==> config.mk <==
export PLATFORM = sky130hd
export DESIGN_NAME = shift_norm
export DESIGN_NICKNAME = d
export VERILOG_FILES = /design/src/rtl/shift_norm.sv
export SDC_FILE = /design/constraint.sdc
export NUM_CORES = 1
export LEC_CHECK = 0
export CAP_MARGIN = 20
export CORE_ASPECT_RATIO = 1.2
export CORE_MARGIN = 1
export CORE_UTILIZATION = 36
export CTS_CLUSTER_SIZE = 12
export DETAILED_ROUTE_END_ITERATION = 16
export PLACE_DENSITY = 0.65
export SYNTH_ARGS = -nofsm -noshare
export SYNTH_HDL_FRONTEND = slang
export SYNTH_SLANG_ARGS = --single-unit
==> constraint.sdc <==
create_clock -name Clk -period 2.85 [get_ports Clk]
set_clock_uncertainty 0.15 [all_clocks]
set_input_delay 0.57 -clock Clk [delete_from_list [all_inputs] [get_ports Clk]]
set_output_delay 0.57 -clock Clk [all_outputs]
set_load 0.02 [all_outputs]
==> src/rtl/shift_norm.sv <==
`default_nettype none
`timescale 1ns/1ps
// ============================================================================
//  Module   : shift_norm
//  Purpose  : Iterative normalizer. Takes an operand and shifts it left one
//             bit per cycle until it is normalized. It then returns the
//             normalized value, the number of shifts applied and a zero flag.
//             The shift count is the amount a right shift needs to rebuild
//             the original operand:
//               - logical mode:    x == y >>  shamt
//               - arithmetic mode: x == y >>> shamt
//  Revision : 1.0 - initial release
// ----------------------------------------------------------------------------
//  Ports
//    Clk        in   1   clock, rising edge
//    Rst_n      in   1   asynchronous active-low reset
//    in_valid   in   1   operand offered
//    in_ready   out  1   block can accept an operand (IDLE only)
//    x          in   W   operand, sampled on the accept edge
//    AL         in   1   0 = logical, 1 = arithmetic (signed) normalize
//    out_valid  out  1   result available
//    out_ready  in   1   consumer takes the result
//    y          out  W   normalized value
//    shamt      out  SW  number of left shifts applied
//    zero       out  1   operand was all zeros
// ============================================================================
module shift_norm #(
    parameter int W  = 8,
    parameter int SW = 3
) (
    input  logic          Clk,
    input  logic          Rst_n,
    input  logic          in_valid,
    output logic          in_ready,
    input  logic [W-1:0]  x,
    input  logic          AL,
    output logic          out_valid,
    input  logic          out_ready,
    output logic [W-1:0]  y,
    output logic [SW-1:0] shamt,
    output logic          zero
);

    typedef enum logic [1:0] {
        ST_IDLE  = 2'd0,
        ST_SHIFT = 2'd1,
        ST_DONE  = 2'd2
    } state_t;

    state_t        state_q,     state_d;
    logic [W-1:0]  data_q,      data_d;
    logic [SW-1:0] cnt_q,       cnt_d;
    logic          al_q,        al_d;
    logic [W-1:0]  y_q,         y_d;
    logic [SW-1:0] shamt_q,     shamt_d;
    logic          zero_q,      zero_d;
    logic          out_valid_q, out_valid_d;

    logic          data_is_zero;
    logic          data_is_norm;

    // A zero operand can never normalize, so it is detected first.
    // Logical mode is normalized once the MSB is set. Arithmetic mode is
    // normalized once the bit under the sign differs from the sign, which
    // means one more left shift would overflow the signed value.
    assign data_is_zero = (data_q == '0);
    assign data_is_norm = al_q ? (data_q[W-1] ^ data_q[W-2]) : data_q[W-1];

    // in_ready depends only on state, so it never combinationally follows
    // in_valid or out_ready.
    assign in_ready  = (state_q == ST_IDLE);
    assign out_valid = out_valid_q;
    assign y         = y_q;
    assign shamt     = shamt_q;
    assign zero      = zero_q;

    always_comb begin
        state_d     = state_q;
        data_d      = data_q;
        cnt_d       = cnt_q;
        al_d        = al_q;
        y_d         = y_q;
        shamt_d     = shamt_q;
        zero_d      = zero_q;
        out_valid_d = out_valid_q;

        unique case (state_q)
            ST_IDLE: begin
                if (in_valid) begin
                    data_d  = x;
                    al_d    = AL;
                    cnt_d   = '0;
                    zero_d  = 1'b0;
                    state_d = ST_SHIFT;
                end
            end

            ST_SHIFT: begin
                if (data_is_zero) begin
                    y_d         = '0;
                    shamt_d     = '0;
                    zero_d      = 1'b1;
                    out_valid_d = 1'b1;
                    state_d     = ST_DONE;
                end else if (data_is_norm) begin
                    // The result registers are loaded only here. A reset
                    // during SHIFT therefore never exposes a partial value.
                    y_d         = data_q;
                    shamt_d     = cnt_q;
                    out_valid_d = 1'b1;
                    state_d     = ST_DONE;
                end else begin
                    data_d = {data_q[W-2:0], 1'b0};
                    cnt_d  = cnt_q + 1'b1;
                end
            end

            ST_DONE: begin
                if (out_ready) begin
                    out_valid_d = 1'b0;
                    state_d     = ST_IDLE;
                end
            end

            default: begin
                out_valid_d = 1'b0;
                state_d     = ST_IDLE;
            end
        endcase
    end

    always_ff @(posedge Clk or negedge Rst_n) begin
        if (!Rst_n) begin
            state_q     <= ST_IDLE;
            data_q      <= '0;
            cnt_q       <= '0;
            al_q        <= 1'b0;
            y_q         <= '0;
            shamt_q     <= '0;
            zero_q      <= 1'b0;
            out_valid_q <= 1'b0;
        end else begin
            state_q     <= state_d;
            data_q      <= data_d;
            cnt_q       <= cnt_d;
            al_q        <= al_d;
            y_q         <= y_d;
            shamt_q     <= shamt_d;
            zero_q      <= zero_d;
            out_valid_q <= out_valid_d;
        end
    end

endmodule
`default_nettype wire
==> results_dict.tcl, run 1 <==
set metrics [dict create \
    power.sequential.fraction_pct 38.4 \
    min_delay_path_depth 2 \
    root_buffer_selected_by_cts "sky130_fd_sc_hd__clkbuf_4" \
    whs_ns 0.371 \
    sequential_cell_area_fraction_in_the_yosys_report_pct 54.9 \
    netlist_area_mm2 0.00123 \
    cts.clk_slew.worst_paths_ns 0.15 \
    worst-path-max-fanout 4 \
    number_of_register_bits_inferred_by_synthesis 27 \
    final-instance-count-excl-fill 154 \
    power.internal_uw 1130 \
    final_net_count 134 \
    clock_network_latency_to_the_later_pin_of_the_worst_skew_pair_ns 0.33 \
    cts_resized 0 \
    tritoncts.num_buffers 3 \
    critPathArrivalTime_ns 1.69 \
    die_area_mm2 0.00366 \
    total_power_uw 1820 \
    wl_per_cell_um 14.5 \
    static-leakage-power_uw 0.000699 \
    postSynthAreaPerCell_um2 13.8 \
    power_switching_share_pct 37.9 \
    worstHoldPathType "reg2reg" \
    routed_wirelength_um 2230 \
    worstMarginPinSlew_ns 0.632 \
    drt_iter0_drc 17 \
    rrSetupSlack_ns 0.46 \
    power.density_cell_area_mw_per_mm2 1170 \
    post-route-drc-count 0 \
    timing.setup.critical_path_class "reg2out" \
    antennaDiodeCount 0 \
    yosys.area.top_type_share_pct 54.9 \
    synth_top_family_by_area "multiplexers" \
    worstSetupEndpointType "output port" \
    synthToLayoutAreaGrowth_pct 26.1 \
    crit-reg2reg-launch "data_q[6]" \
    cts_max_path_bufs 2 \
    clock_tree.htree_level_count 1 \
    first_global_vias 838 \
    synthesis.instances 89 \
    io_buffer_count 26 \
    postSynthNetCount 104 \
    initial_core_util_pct 38.9 \
    yosysWarnings 0 \
    timing.critical_path.max_delay_family "buffers and inverters" \
    grt_antenna_before_repair 0 \
    tritoncts "done" \
    netlist-cell-type-count 25 \
    power_frac_comb_pct 52.5 \
    die_height_um 66.0 \
    synth_simple_gate_area_share_pct 6.31 \
    synth_top_area_cell "sky130_fd_sc_hd__dfrtp_1" \
    grt.overflow.total 0 \
    proportion_of_synthesized_area_in_mux_cells_pct 21.9 \
    drt_pre_antenna_iters 4 \
    status "finished, final reports clean" \
    netlist_top_cells_area "sky130_fd_sc_hd__dfrtp_1 (55%), sky130_fd_sc_hd__mux2_2 (12%), sky130_fd_sc_hd__mux2_4 (4.9%), sky130_fd_sc_hd__a22o_2 (4.1%), sky130_fd_sc_hd__mux2i_1 (3.3%)" \
    routed_via_density 4.95 \
    worstHoldStart "zero" \
    period_needed_ns 2.41 \
    timing.slew.headroom_pct 57.8 \
    drv_cap 0 \
    core.rowCount 22 \
    timing.fmax_mhz 415 \
    slowest_stage_delay_cp_ns 0.67 \
    netSwitchingPower_uw 690 \
    timing.rr.end "data_q[3]" \
    dieWidth_um 55.4 \
    critical-path-slowest-cell "sky130_fd_sc_hd__clkdlybuf4s50_1" \
    floorplan.core_area_mm2 0.00317 \
    ant_nets 0 \
    postCtsSetupRepairBufs 0 \
    multi_input_area_um2 517 \
    worstPathRequired_ns 2.13 \
    post_route_cells_drive_above_1_share_pct 27.1 \
    fillers 273 \
    vias 762 \
    grt_max_degree 28 \
    register_area_um2 676 \
    first_pass_grt_wire_length_um 3900 \
    timing_max_transition_violations_final 0 \
    highest_ir_drop_seen_on_vdd_v 0.000602 \
    dp_hpwl_um 1560 \
    setup_tns_ns 0 \
    worstRegToRegCells 6 \
    cp_cell_sequence "nor2_1 -> clkdlybuf4s50_1" \
    xor_xnor_portion_of_the_synthesized_cell_area_pct 0 \
    holdPathEnd "zero" \
    share_of_synthesized_cell_area_in_full_adder_half_adder_and_majority_cells_pct 2.03 \
    setup-violations-final 0 \
    io-pin-count 27 \
    gp_congestion 0.717 \
    crit_buf_inv 1 \
    pwr-share-clk_pct 9.1 \
    cts.hold.buffers_added 0 \
    gr-usage-all-layers_pct 13.7 \
    finalHoldViolations 0 \
    final.period_utilization_pct 84.5 \
    sinks_on_clock_net 27 \
    timing.critical_path.from_type "register" \
    setup_repair_after_global_routing_missed_its_margin "false" \
    compound_gate_portion_of_the_synthesized_area_pct 11.8 \
    dp_cells 150 \
]
[through the flow]
stage	util, %	setup WS (ns)	area [um2]
5_1_grt	49.0	0.268	1550
2_1_floorplan	-	0.770	1230
4_1_cts	49.0	0.429	1550
3_3_place_gp	48.1	0.576	1520
3_5_place_dp	48.1	0.491	1520
6_report	49.0	0.441	1550
[tightest hold or removal path, stage by stage, from the launching register on]
cell                      delay, ns
sky130_fd_sc_hd__dfrtp_1       0.39
sky130_fd_sc_hd__nand2_1       0.05
sky130_fd_sc_hd__o21ai_0       0.06
[synth_stat cells]
library cell / instances
sky130_fd_sc_hd__a221o_1: 1
sky130_fd_sc_hd__nor3_1: 1
sky130_fd_sc_hd__nand2b_1: 2
sky130_fd_sc_hd__and3b_1: 1
sky130_fd_sc_hd__a32o_1: 1
sky130_fd_sc_hd__mux2_1: 2
sky130_fd_sc_hd__nor2b_1: 1
sky130_fd_sc_hd__dfrtp_1: 27
sky130_fd_sc_hd__a21oi_2: 1
sky130_fd_sc_hd__a21oi_1: 2
sky130_fd_sc_hd__mux2_4: 4
sky130_fd_sc_hd__ha_1: 2
sky130_fd_sc_hd__o21ai_0: 4
sky130_fd_sc_hd__buf_6: 2
sky130_fd_sc_hd__inv_1: 3
sky130_fd_sc_hd__clkbuf_1: 1
sky130_fd_sc_hd__a211oi_4: 1
sky130_fd_sc_hd__nor4b_2: 1
sky130_fd_sc_hd__a22o_2: 5
sky130_fd_sc_hd__a211oi_1: 1
sky130_fd_sc_hd__nand2_1: 6
sky130_fd_sc_hd__mux2i_1: 4
sky130_fd_sc_hd__nor2_1: 2
sky130_fd_sc_hd__a21o_2: 1
sky130_fd_sc_hd__mux2_2: 13
[how the worst max path moves through the flow]
| stage | from | to | slack, ns | depth (start not counted) |
|---|---|---|---|---|
| floorplan | data_q[7] | cnt_q[2] | 0.77 | 7 |
| global placement | data_q[7] | data_q[3] | 0.58 | 6 |
| detailed placement | data_q[6] | data_q[3] | 0.49 | 6 |
| CTS | state_q[0] | in_ready | 0.43 | 2 |
| global route | data_q[6] | data_q[2] | 0.27 | 6 |
| finish | state_q[0] | in_ready | 0.44 | 2 |
[flip-flops by register name, summed over array words and instances (netlist names)]
name and flops:
state_q 2, al_q 1, zero 1, out_valid 1, y 8, cnt_q 3, shamt 3, data_q 8
[layer usage]
metal	vias to the layer above	share of wire, %	track usage [%]
met5	-	0	0
met4	0	0.63	5.63
met3	2	3.3	2.15
met2	17	46	22.0
met1	366	50	18.4
li1	377	-	-
[cell usage in the layout (no fill, tap or decap), drive strengths merged]
cell           instances
clkinv                 1
a21oi                  3
buf                    2
a32o                   1
nor2b                  1
nor3                   1
nor4b                  1
a211oi                 2
nor2                   2
a22o                   5
nand2                  6
a21o                   1
clkdlybuf4s50         26
mux2                  19
nand2b                 2
dfrtp                 27
mux2i                  4
inv                    3
and3b                  1
o21ai                  4
clkbuf                 3
ha                     2
a221o                  1
[cell families (layout without fill, tap and decap cells)]
family | Yosys count | count (layout)
flops | 27 | 27
mux | 23 | 23
compound gates | 17 | 17
simple gates | 14 | 14
buf+inv | 6 | 35
fa+ha+maj | 2 | 2
[power by group through the flow]
| stage | clock (uW) | combinational, uW | sequential [uW] |
|---|---|---|---|
| after floorplan | 0 | 600 | 775 |
| after global placement | 0 | 950 | 701 |
| after detailed placement | 0 | 963 | 711 |
| after CTS | 171 | 966 | 703 |
| after global routing | 188 | 1040 | 726 |
| final | 166 | 955 | 699 |
[area by class of cell]
type	count	share of cell area (%)
inverter	3	0.726
sequential	27	43.5
clock buffer	3	1.45
multi-input combinational	56	33.3
clock inverter	1	0.323
tap	36	2.90
timing repair buffer	28	17.7
Note: power is estimated with default switching activity, not from simulation.
==> inputs of run 2 (changes only) <==
PLACE_DENSITY = 0.67   (was 0.65)
clock period = 2.04 ns   (was 2.85 ns; I/O delays follow)
==> run 2 against run 1 <==
Effect of this change:
- global-route usage up 0.72 points
- utilization up 2.3 points
- worst hold slack got worse by 0.080 ns
- first-iteration DRC count is 18% higher
- sequential cell count is the same
- non-clock buffer count rose by 9
- via count grew 9.3%
- critical endpoint is now y[0]
- clock-buffer cell count grew 1
- die area unchanged
- clock power up 36%
- routed wire length grew 3.6%
- final area up 4.7%
==> results_dict.tcl, run 2 (synthesis gave the netlist of run 1 again) <==
set metrics [dict create \
    routed_via_density 5.11 \
    power.density_cell_area_mw_per_mm2 1650 \
    layout_common_cells "sky130_fd_sc_hd__dfrtp_1 (27), sky130_fd_sc_hd__clkdlybuf4s50_1 (25), sky130_fd_sc_hd__mux2_2 (13), sky130_fd_sc_hd__buf_4 (11), sky130_fd_sc_hd__nand2_1 (6)" \
    dp_hpwl_um 1720 \
    setup_tns_ns 0 \
    setup_ws_ns 0.0755 \
    pwr-share-clk_pct 8.5 \
    period_needed_ns 1.96 \
    post_route_cells_drive_above_1_share_pct 31.5 \
    cts.clk_slew.worst_paths_ns 0.14 \
    wl_per_cell_um 14.2 \
    final.period_utilization_pct 96.3 \
    clock_network_latency_to_the_later_pin_of_the_worst_skew_pair_ns 0.32 \
    first_pass_grt_wire_length_um 4080 \
    worstMarginPinSlew_ns 0.340 \
    antennaDiodeCount 0 \
    drt_pre_antenna_iters 4 \
    clock_tree.htree_level_count 1 \
    final_design_area_no_fill_mm2 0.00162 \
    gr-usage-all-layers_pct 14.4 \
    cts_max_path_bufs 2 \
    cts.hold.buffers_added 0 \
    timing.slew.headroom_pct 77.4 \
    vias 833 \
    io-pin-count 27 \
    power.internal_uw 1690 \
    grt.overflow.total 0 \
    root_buffer_selected_by_cts "sky130_fd_sc_hd__clkbuf_4" \
    worst-path-max-fanout 13 \
    die_height_um 66.0 \
    grt_max_degree 28 \
    drt_iter0_drc 20 \
    critPathArrivalTime_ns 2.03 \
    finalCoreUtilization_pct 51.3 \
    worstPathRequired_ns 2.11 \
    dieWidth_um 55.4 \
    io_buffer_count 26 \
    highest_ir_drop_seen_on_vdd_v 0.000819 \
    core.rowCount 22 \
    mostFrequentLayoutCell "sky130_fd_sc_hd__dfrtp_1" \
    sinks_on_clock_net 27 \
    synthToLayoutAreaGrowth_pct 32.0 \
    static-leakage-power_uw 0.000744 \
    die_area_mm2 0.00366 \
    setup_repair_after_global_routing_missed_its_margin "true" \
    final_net_count 143 \
    whs_ns 0.291 \
    timing.critical_path.from_type "register" \
    netSwitchingPower_uw 983 \
    grt_antenna_before_repair 0 \
    tritoncts.num_buffers 3 \
    timing.setup.critical_path_class "reg2reg" \
    timing.fmax_mhz 509 \
    floorplan.core_area_mm2 0.00317 \
    power.sequential.fraction_pct 36.2 \
    timing_max_transition_violations_final 0 \
    worstSetupEndpointType "register" \
    power_frac_comb_pct 55.3 \
    post-route-drc-count 0 \
    initial_core_util_pct 38.9 \
    finalHoldViolations 0 \
    status "finished, final reports clean" \
    setup-violations-final 0 \
    power_switching_share_pct 36.8 \
    tritoncts "done" \
    drv_cap 0 \
    first_global_vias 909 \
    ant_nets 0 \
    routed_wirelength_um 2310 \
    worstHoldPathType "in2async" \
    dpl-instance-area_mm2 0.00159 \
    gp_congestion 0.808 \
    pre_cts_slack_ns -0.0205 \
]
run 2: cell types whose count changed in the layout (fill, tap and decap cells not counted):
cell                              before  now
sky130_fd_sc_hd__a21oi_2               1    0
sky130_fd_sc_hd__dlygate4sd2_1         0    1
sky130_fd_sc_hd__clkinv_2              1    0
sky130_fd_sc_hd__buf_4                 2   11
sky130_fd_sc_hd__a21oi_4               0    1
sky130_fd_sc_hd__clkbuf_1              0    1
sky130_fd_sc_hd__clkdlybuf4s50_1      26   25
run 2: what timing repair did:
action                                  4_1_cts  5_1_grt
resized for setup                             2        0
setup buffers                                 0        0
endpoints found under the setup margin        8       12
cloned                                        0        0
run 2: area by class of cell:
class	count	area (um2)
Tap cell	36	45.0
Fill cell	279	1540
Timing Repair Buffer	37	342
Multi-Input combinational cell	56	524
Sequential cell	27	676
Clock buffer	4	26.3
Inverter	3	11.3
run 2: power by group through the flow:
stage	Sequential (uW)	Clock, uW	Combinational [uW]
after detailed placement	985	0	1490
after global placement	976	0	1450
after CTS	971	238	1500
after global routing	1010	256	1600
final	968	226	1480
after floorplan	1080	0	837
run 2: critical path, stage by stage, from the launching register on:
cell	delay [ns]
sky130_fd_sc_hd__dfrtp_1	0.38
sky130_fd_sc_hd__inv_1	0.06
sky130_fd_sc_hd__ha_1	0.19
sky130_fd_sc_hd__nor4b_2	0.15
sky130_fd_sc_hd__buf_4	0.15
sky130_fd_sc_hd__nand2_1	0.08
sky130_fd_sc_hd__a21o_2	0.33
sky130_fd_sc_hd__mux2_2	0.38
run 2: path summary, 6_finish.rpt:
kind | startpoint | end | slack [ns] | depth (start not counted)
min in group Clk | y[7] | y[7] | 0.37 | 1
min | Rst_n | state_q[1] | 0.29 | 2
min reg2reg | y[7] | y[7] | 0.37 | 1
max | data_q[6] | y[0] | 0.08 | 7
max in group asynchronous | Rst_n | cnt_q[2] | 1.20 | 2
max reg2reg | data_q[6] | y[0] | 0.08 | 7
run 2: metrics by stage:
stage / total power, uW / instances
4_1_cts: 2710 / 163
6_report: 2670 / 163
3_3_place_gp: 2430 / 159
5_1_grt: 2860 / 163
3_5_place_dp: 2470 / 159
2_1_floorplan: 1920 / 89
run 2: routing by layer:
metal	track usage (%)	part of all wire [%]	vias up	routed length (um)
li1	-	-	397	-
met1	16.3	44	406	1010
met2	25.6	50	24	1150
met3	3.13	4.5	6	104
met4	7.19	1.8	0	42
met5	0	0	-	0
==> inputs of run 3 (changes only) <==
ABC_CLOCK_PERIOD_IN_PS = 2040   (was not set)
==> results of run 3 <==
No change in the layout: final DEF, timing and power equal those of run 2.
